<file path="src/rtl/prescaler_pkg.sv">
// -----------------------------------------------------------------------------
// prescaler_pkg
// Shared encodings for the modulo-N prescaler.
//   mode_e  : output-mode encoding as seen on the MODE input pins
//   MIN_DIV : smallest divisor the counter accepts; smaller requests clamp to it
// -----------------------------------------------------------------------------
package prescaler_pkg;

    typedef enum logic [1:0] {
        MODE_PULSE     = 2'b00,
        MODE_SQUARE    = 2'b01,
        MODE_ONESHOT   = 2'b10,
        MODE_PULSE_ALT = 2'b11   // behaves as pulse; folded to MODE_PULSE on apply
    } mode_e;

    localparam int MIN_DIV = 2;

endpackage

</file>
<file path="src/rtl/mod_n_core.sv">
// -----------------------------------------------------------------------------
// mod_n_core
// Count register with wrap detection plus the one-shot busy flag.
// State changes on the falling clock edge.
//   clk       in   clock (falling edge active)
//   clear     in   asynchronous active-low reset
//   en        in   1 = count, 0 = hold Count at 0 and drop busy
//   oneshot   in   active mode is one-shot: count only while busy
//   arm       in   one-shot start strobe (ignored while busy)
//   div       in   active divisor, always >= 2
//   count     out  registered count, 0..div-1
//   count_nxt out  value count takes at the next edge
//   busy      out  one-shot run in progress
//   wrap      out  current cycle is the last of a period and counting
// -----------------------------------------------------------------------------
module mod_n_core #(
    parameter int WIDTH = 7
) (
    input  logic             clk,
    input  logic             clear,
    input  logic             en,
    input  logic             oneshot,
    input  logic             arm,
    input  logic [WIDTH-1:0] div,
    output logic [WIDTH-1:0] count,
    output logic [WIDTH-1:0] count_nxt,
    output logic             busy,
    output logic             wrap
);

    logic counting;
    logic busy_nxt;

    always_comb begin
        counting  = en && (!oneshot || busy);
        wrap      = counting && (count == div - WIDTH'(1));
        count_nxt = count;
        busy_nxt  = busy;
        if (!en) begin
            count_nxt = '0;
            busy_nxt  = 1'b0;
        end else if (wrap) begin
            count_nxt = '0;
            busy_nxt  = 1'b0;
        end else if (counting) begin
            count_nxt = count + WIDTH'(1);
        end else if (oneshot && arm) begin
            // ARM edge only raises busy; Count is 0 for that first cycle of the run
            busy_nxt = 1'b1;
        end
        if (!oneshot) begin
            busy_nxt = 1'b0;
        end
    end

    always_ff @(negedge clk or negedge clear) begin
        if (!clear) begin
            count <= '0;
            busy  <= 1'b0;
        end else begin
            count <= count_nxt;
            busy  <= busy_nxt;
        end
    end

endmodule

</file>
<file path="src/rtl/mod_n_prescaler.sv">
// -----------------------------------------------------------------------------
// mod_n_prescaler
// Runtime-programmable modulo-N prescaler with pulse, square and one-shot
// outputs and a saturating count of completed periods. All state updates on
// the falling clock edge.
//   clk       in   clock (falling edge active)
//   clear     in   asynchronous active-low reset
//   en        in   1 = count, 0 = halt (every halted edge applies pending config)
//   div_in    in   new divisor, captured when load=1 (values < 2 become 2)
//   load      in   divisor capture strobe
//   mode      in   00 pulse, 01 square, 10 one-shot, 11 pulse
//   arm       in   one-shot start strobe
//   clr_evt   in   synchronous clear of periods (wins over an increment)
//   count     out  current count, 0..div-1
//   out       out  divided output, registered and aligned with count
//   load_ack  out  one-cycle pulse when a loaded divisor becomes active
//   busy      out  one-shot in progress
//   periods   out  completed periods, saturating at all-ones
// -----------------------------------------------------------------------------
module mod_n_prescaler
    import prescaler_pkg::*;
#(
    parameter int WIDTH       = 7,
    parameter int DEFAULT_DIV = 100,
    parameter int EVT_WIDTH   = 8
) (
    input  logic                 clk,
    input  logic                 clear,
    input  logic                 en,
    input  logic [WIDTH-1:0]     div_in,
    input  logic                 load,
    input  logic [1:0]           mode,
    input  logic                 arm,
    input  logic                 clr_evt,
    output logic [WIDTH-1:0]     count,
    output logic                 out,
    output logic                 load_ack,
    output logic                 busy,
    output logic [EVT_WIDTH-1:0] periods
);

    localparam logic [WIDTH-1:0]     DIV_RST = WIDTH'(DEFAULT_DIV);
    localparam logic [EVT_WIDTH-1:0] EVT_MAX = '1;

    logic [WIDTH-1:0]     div_act, div_pend, div_nxt, div_pend_nxt, div_in_clamped;
    logic                 load_pend, load_pend_nxt, load_ack_nxt;
    mode_e                mode_act, mode_req, mode_nxt;
    logic                 sq, sq_nxt, out_nxt;
    logic                 apply;
    logic                 wrap;
    logic [WIDTH-1:0]     count_nxt;
    logic [EVT_WIDTH-1:0] periods_nxt;

    mod_n_core #(.WIDTH(WIDTH)) u_core (
        .clk       (clk),
        .clear     (clear),
        .en        (en),
        .oneshot   (mode_act == MODE_ONESHOT),
        .arm       (arm),
        .div       (div_act),
        .count     (count),
        .count_nxt (count_nxt),
        .busy      (busy),
        .wrap      (wrap)
    );

    // Configuration: divisor and mode only change at a period boundary or while
    // halted, so a running period never sees a new divisor.
    always_comb begin
        div_in_clamped = (div_in < WIDTH'(MIN_DIV)) ? WIDTH'(MIN_DIV) : div_in;
        mode_req       = (mode == MODE_PULSE_ALT) ? MODE_PULSE : mode_e'(mode);
        apply          = wrap || !en;
        div_nxt        = div_act;
        div_pend_nxt   = div_pend;
        load_pend_nxt  = load_pend;
        mode_nxt       = mode_act;
        load_ack_nxt   = 1'b0;
        if (apply) begin
            // A load coinciding with the apply point bypasses the pending register
            div_nxt       = load ? div_in_clamped : div_pend;
            div_pend_nxt  = div_nxt;
            mode_nxt      = mode_req;
            load_ack_nxt  = load || load_pend;
            load_pend_nxt = 1'b0;
        end else if (load) begin
            div_pend_nxt  = div_in_clamped;
            load_pend_nxt = 1'b1;
        end
    end

    // Output: computed from next-state values so the registered out lines up
    // with the registered count in the same cycle.
    always_comb begin
        if (!en || mode_nxt != MODE_SQUARE || mode_act != MODE_SQUARE) begin
            sq_nxt = 1'b0;   // halted, leaving, or just entering square mode
        end else if (wrap) begin
            sq_nxt = !sq;
        end else begin
            sq_nxt = sq;
        end
        if (!en) begin
            out_nxt = 1'b0;
        end else if (mode_nxt == MODE_SQUARE) begin
            out_nxt = sq_nxt;
        end else begin
            out_nxt = (count_nxt == div_nxt - WIDTH'(1));
        end
    end

    always_comb begin
        if (clr_evt) begin
            periods_nxt = '0;
        end else if (wrap && periods != EVT_MAX) begin
            periods_nxt = periods + EVT_WIDTH'(1);
        end else begin
            periods_nxt = periods;
        end
    end

    always_ff @(negedge clk or negedge clear) begin
        if (!clear) begin
            div_act   <= DIV_RST;
            div_pend  <= DIV_RST;
            load_pend <= 1'b0;
            load_ack  <= 1'b0;
            mode_act  <= MODE_PULSE;
            sq        <= 1'b0;
            out       <= 1'b0;
            periods   <= '0;
        end else begin
            div_act   <= div_nxt;
            div_pend  <= div_pend_nxt;
            load_pend <= load_pend_nxt;
            load_ack  <= load_ack_nxt;
            mode_act  <= mode_nxt;
            sq        <= sq_nxt;
            out       <= out_nxt;
            periods   <= periods_nxt;
        end
    end

endmodule

</file>
<file path="config.mk">
export PLATFORM = sky130hd
export DESIGN_NAME = mod_n_prescaler
export DESIGN_NICKNAME = d
export VERILOG_FILES = /design/src/rtl/prescaler_pkg.sv /design/src/rtl/mod_n_core.sv /design/src/rtl/mod_n_prescaler.sv
export SDC_FILE = /design/constraint.sdc
export NUM_CORES = 1
export LEC_CHECK = 0
export CORE_ASPECT_RATIO = 0.8
export CORE_MARGIN = 2
export CORE_UTILIZATION = 45
export CTS_CLUSTER_DIAMETER = 100
export DETAILED_ROUTE_END_ITERATION = 16
export PLACE_DENSITY = 0.78
export SYNTH_ARGS = -nofsm -noshare
export SYNTH_HDL_FRONTEND = slang
export SYNTH_SLANG_ARGS = --single-unit
</file>
<file path="constraint.sdc">
create_clock -name clk -period 3.7 [get_ports clk]
set_input_delay 0.37 -clock clk [delete_from_list [all_inputs] [get_ports clk]]
set_output_delay 0.37 -clock clk [all_outputs]
set_load 0.02 [all_outputs]
</file>
==> results of run 1 <==
==> synthesized netlist by cell type, drive strengths merged, types with 5 or more instances <==
| library cell | count | area [µm²] |
|---|---|---|
| dfrtn | 30 | 750.7 |
| mux2 | 11 | 123.9 |
| dfstp | 6 | 157.7 |
| a21oi | 6 | 30.03 |
| xnor2 | 20 | 175.2 |
| buf | 6 | 41.28 |
| mux2i | 6 | 60.06 |
| nor4 | 5 | 65.07 |
| nand2 | 13 | 48.80 |
| or3 | 5 | 31.28 |
| o21ai | 6 | 30.02 |
| inv | 12 | 45.04 |
| nor2 | 25 | 93.84 |
| xor2 | 7 | 61.31 |
==> cells by family after synthesis <==
family,after synthesis,share of synthesized area (%)
adders and majority gates,4,2.272
and+or+nand+nor,80,21.64
DFF,36,41.23
buffers and inverters,20,4.258
AOI/OAI and AO/OA,33,11.53
xor gates and xnor gates,27,10.73
muxes,17,8.347
==> worst paths after layout <==
kind / slack (ps) / endpoint
setup / recovery: -750 / out
hold / removal: 450 / load_pend
hold reg to reg: 450 / load_pend
setup reg to reg: 20 / out
max in group asynchronous: 1200 / div_pend[2]
min in group asynchronous: 2180 / div_act[4]
==> worst min-delay path: stages, from the launching register on <==
cell	delay (ps)
dfrtn_1	390
nor2_1	50
nor2_1	90
==> state kept, by name (all words and copies together) (netlist names) <==
signal	cells
load_pend	1
load_ack	1
out	1
periods	8
div_pend	7
mode_act	2
u_core.count	7
u_core.busy	1
sq	1
div_act	7
==> what timing repair did <==
action / 4_1_cts / 5_1_grt
setup endpoints to repair: 23 / 14
pin swaps: 10 / 7
setup buffers: 3 / 4
resized for setup: 31 / 14
==> cell type report <==
class,count,area (µm²),area share (%)
Clock buffer,5,68.82,2.229
Inverter,11,46.29,1.500
Multi-Input combinational cell,161,1354,43.86
Sequential cell,36,908.4,29.43
Tap cell,60,75.07,2.432
Timing Repair Buffer,65,595.6,19.29
Clock inverter,9,38.79,1.257
==> where the power goes <==
group / switching [W] / internal [W] / total, W
Sequential: 0.0000341 / 0.000432 / 0.000466
Clock: 0.000161 / 0.000137 / 0.000298
Combinational: 0.000170 / 0.000151 / 0.000321
Total: 0.000365 / 0.000719 / 0.00108
==> metal layers <==
metal  GRT usage [%]  share of wire (%)
met2           31.65                 45
met4           7.500                2.6
met3           5.962                5.9
met1           30.57                 46
met5               0                  0
==> stage by stage <==
| stage | cells | hold slack (ps) | util, % |
|---|---|---|---|
| global route | 347 | 527.8 | 66.35 |
| global placement | 327 | 423.7 | 61.27 |
| floorplan | 217 | 407.5 | - |
| CTS | 343 | 452.3 | 64.93 |
| finish | 347 | 448.6 | 66.35 |
| detailed placement | 327 | 451.3 | 61.27 |
==> run metrics, run 1 <==
TNS Setup -790.6 ps; CP bufs+invs 2; full die area 0.005476 mm²; area grow syn2layout 40.09%; final WL 5.330 mm; WP depth 12; most common cell after layout, fill and taps aside dfrtn_1; core area 0.004652 mm²; Peak supply drop 189.5 µV; Post-synth EDFFs 0; Tot GR Track Use 21.66%; largest net degree at the start of global routing 37; global-route wire length before repair 8.673 mm; post-place instance area 0.002850 mm²; Max FO, Critical Path 3; CP Launch Point div_in[4]; r2r worst-path depth 15; Die Ht 66.59 µm; Yosys warning total 0; failing checks setup timing; Post-layout nets 305; later-pin clock latency in the skew report 350 ps; CTS tree yes; reg2reg start div_act[1]; grt total ovfl 0; Hold Path Cell Cnt 2; average via count per standard cell 5.467; status finished, violations left; cell mode on critical path nand2_1; via count 1,897; post-route ant nets 0; Max Cap Viol 0; CTS Buffer Depth 2; synth unique cells 53; drt pass-1 iters 4; Crit. End Element register; most frequent cells in the layout 30 x dfrtn_1, 29 x buf_4, 24 x clkdlybuf4s50_1; FF+latch count, synth 36; sequential share of the synthesized area 41.23%; final setup fails 2; Final HPWL DP 3.803 mm; antenna cells 0; Clock Sinks 36; drt drc 0; Final Max Slew Viols 0; ys async rst share 100.0%; Critical Path RT 2140 ps; RD Place Congestion 0.9006; Critical-path top delay cell or4b_4; Hold Crit Start load_pend; Setup WS pre-CTS -1384 ps; critical path's top delay family compound AO/OA/AOI/OAI gates; die width 82.24 µm; 1st-iter DRT viols 92; vias in the first global route 1,792; Final WS setup -745.4 ps; clock transition at the registers of the reported paths 50 ps; # IOs 33; CP max stage delay 550 ps; share of layout cells above drive strength 1 28.92%; Leak 1.287 nW; wire per inst 15.36 µm; H-tree depth 2; crit start category input pin; hold_buf cts 0; crit path cell chain buf_6 > or4b_4 > o41a_1 > nand2_1 > o21a_1 > ha_4 > buf_4 > nand2_1 > xor2_1 > xnor2_1 > a31oi_1 > o41ai_2; critical path type in -> reg; Final Hold Fails 0; Slew HR 30.42%; Most used DFF post-synth dfrtn_1; clock skew 54.31 ps; I/O Buffers 32; initial antenna violation count 0; CP arrival 2880 ps; Netlist Area Pre-Place 0.002203 mm²; Slew @ Worst Pin 1040 ps; Syn Area/Cell 10.15 µm²; RSZ-0062 raised after global routing yes; Mapped Nets 236; Initial Utilization 47.36%; overall power 0.001084 W; filler instances 338; clock buffer count from CTS 5; Post-Synthesis Cells 217; Root Buffer clkbuf_8; design area 0.003087 mm²; worst hold path class reg -> reg; Power Density 351.3 mW/mm²; row cnt 22
Power figures use the tool's default switching activity.
==> run 2, diff against run 1 <==
--- a/config.mk
+++ b/config.mk
@@ -5,12 +5,14 @@
 export SDC_FILE = /design/constraint.sdc
 export NUM_CORES = 1
 export LEC_CHECK = 0
+export CELL_PAD_IN_SITES_DETAIL_PLACEMENT = 0
+export CELL_PAD_IN_SITES_GLOBAL_PLACEMENT = 1
 export CORE_ASPECT_RATIO = 0.8
 export CORE_MARGIN = 2
-export CORE_UTILIZATION = 45
+export CORE_UTILIZATION = 42
 export CTS_CLUSTER_DIAMETER = 100
 export DETAILED_ROUTE_END_ITERATION = 16
-export PLACE_DENSITY = 0.78
+export PLACE_DENSITY = 0.9
 export SYNTH_ARGS = -nofsm -noshare
 export SYNTH_HDL_FRONTEND = slang
 export SYNTH_SLANG_ARGS = --single-unit
==> constraint.sdc (replaced) <==
create_clock -name clk -period 5 [get_ports clk]
set_input_delay 0.5 -clock clk [delete_from_list [all_inputs] [get_ports clk]]
set_output_delay 0.5 -clock clk [all_outputs]
set_load 0.02 [all_outputs]
==> run 2 against run 1 <==
Effect of this change: clock power shrank 24%; cell area shrank 4.0%; non-clock buffer count decreased by 6; worst setup slack better by 510 ps; combinational power fell by 27%; hold slack worse by 19 ps; utilization is 7.5 points lower; the run still ends with setup timing left; sequential power fell by 26%; clock-buffer cell count unchanged; largest cell class unchanged; clock skew rose by 7.4 ps.
==> run metrics, run 2 (synthesis gave the netlist of run 1 again) <==
Reg area 908.4 µm²; Largest register FFs 8; largest net degree at the start of global routing 37; die width 84.98 µm; Final Max Slew Viols 0; antenna cells 0; clock skew 61.67 ps; 1st-iter DRT viols 102; wire per inst 15.27 µm; Root Buffer clkbuf_8; core area 0.005036 mm²; Clock Sinks 36; Hold Path Cell Cnt 2; RSZ-0062 raised after global routing yes; Critical Path RT 2790 ps; Max FO, Critical Path 5; RD Place Congestion 0.8496; global-route wire length before repair 8.625 mm; hold_buf cts 0; initial antenna violation count 0; Slew @ Worst Pin 817.7 ps; area of the multi-input gates 0.001306 mm²; CTS tree yes; Post-layout nets 299; drt pass-1 iters 4; Slew HR 45.49%; grt total ovfl 0; Final Hold Fails 0; post-route ant nets 0; Leak 1.224 nW; Power Density 271.2 mW/mm²; Hold Slack 429.6 ps; most common cell after layout, fill and taps aside dfrtn_1; share of layout cells above drive strength 1 27.05%; clock buffer count from CTS 5; clock transition at the registers of the reported paths 50 ps; combinational share of power 29.0%; Peak supply drop 177.5 µV; average via count per standard cell 5.216; failing checks setup timing; vias in the first global route 1,797; # IOs 33; Final HPWL DP 3.772 mm; final setup fails 1; r2r worst-path depth 15; Tot GR Track Use 18.90%; Setup WS pre-CTS -950.1 ps; Crit. End Element register; H-tree depth 2; critical path type in -> reg; CTS Buffer Depth 2; Max Cap Viol 0; switch share 33.78%; Biggest register periods; drt drc 0; later-pin clock latency in the skew report 350 ps; filler instances 411; Die Ht 68.79 µm; Internal 0.0005324 W; worst hold path class reg -> reg; full die area 0.005845 mm²; row cnt 23; I/O Buffers 32; status finished, violations left; Net Sw Power 0.0002716 W; area grow syn2layout 34.53%; most frequent cells in the layout 30 x dfrtn_1, 26 x clkdlybuf4s50_1, 26 x buf_4; Final WS setup -233.5 ps; final WL 5.237 mm; via count 1,789; CP arrival 3030 ps; crit start category input pin; Clk pwr share 28.0%; Initial Utilization 43.75%; sequential fraction of design power 43.1%
[run 2: cell count changes in the layout (fill, tap and decap cells not counted), sizes merged]
cell	delta
dlymetal6s2s	-2
dlygate4sd2	-1
buf	-5
clkinv	+1
inv	+1
clkinvlp	-2
clkdlybuf4s50	+2
[run 2: repair_timing]
action                                  CTS  global route
gates resized for setup                  27            12
endpoints found under the setup margin    3             1
setup buffers                             6             3
pin swaps                                 9            12
[run 2: worst paths after layout]
path | slack (ps) | startpoint | end
setup reg to reg | 1280 | div_act[0] | out
min in group asynchronous | 2680 | clear | div_pend[4]
max in group asynchronous | 1780 | clear | periods[0]
setup / recovery | -230 | div_in[4] | out
hold / removal | 430 | load_pend | load_pend
hold reg to reg | 430 | load_pend | load_pend
[run 2: routing by layer]
metal / track usage [%] / wire, µm
met4: 4.762 / 30
met1: 26.68 / 2614
met2: 29.98 / 2312
met5: 0 / 0
met3: 3.929 / 279
[run 2: power by group through the flow]
| stage | registers, W | logic [W] | clock network [W] |
|---|---|---|---|
| detailed placement | 0.000350 | 0.000202 | 0.00000867 |
| floorplan | 0.000346 | 0.000138 | 0.00000867 |
| global route | 0.000349 | 0.000254 | 0.000249 |
| finish | 0.000346 | 0.000233 | 0.000225 |
| global placement | 0.000350 | 0.000199 | 0.00000867 |
| CTS | 0.000346 | 0.000218 | 0.000230 |
[run 2: critical path: stages]
cell and delay [ps]:
buf_6 90, or4b_4 540, o41a_1 360, nand2_1 90, o21a_1 200, ha_4 160
buf_6 120, nand3_4 70, xnor2_2 150, xnor2_1 120, o31a_1 300, o41ai_2 320
[run 2: area by class of cell]
cell class	count	area share [%]
repair buffers	59	17.60
clock inverters	9	1.351
clock buffers	5	2.322
well taps	62	2.617
inverters	11	1.393
multi-input cells	161	44.07
flip-flops and latches	36	30.65
[run 2: stage by stage]
step / instances / instance area, µm² / total power (W) / utilization [%] / TNS, ps
after floorplan: 217 / 2241 / 0.0004930 / - / -446.8
after global routing: 343 / 2964 / 0.0008517 / 58.86 / -334.2
after global placement: 321 / 2715 / 0.0005572 / 53.91 / -3061
after detailed placement: 321 / 2715 / 0.0005604 / 53.91 / -3861
final: 343 / 2964 / 0.0008040 / 58.86 / -233.5
after CTS: 340 / 2892 / 0.0007937 / 57.42 / -183.3
==> run 3, diff against run 2 <==
--- a/config.mk
+++ b/config.mk
@@ -12,6 +12,7 @@
 export CORE_UTILIZATION = 42
 export CTS_CLUSTER_DIAMETER = 100
 export DETAILED_ROUTE_END_ITERATION = 16
+export HOLD_SLACK_MARGIN = 0.15
 export PLACE_DENSITY = 0.9
 export SYNTH_ARGS = -nofsm -noshare
 export SYNTH_HDL_FRONTEND = slang
==> results of run 3 <==
Same layout as run 2: the final DEF is identical, and so are final timing and power.
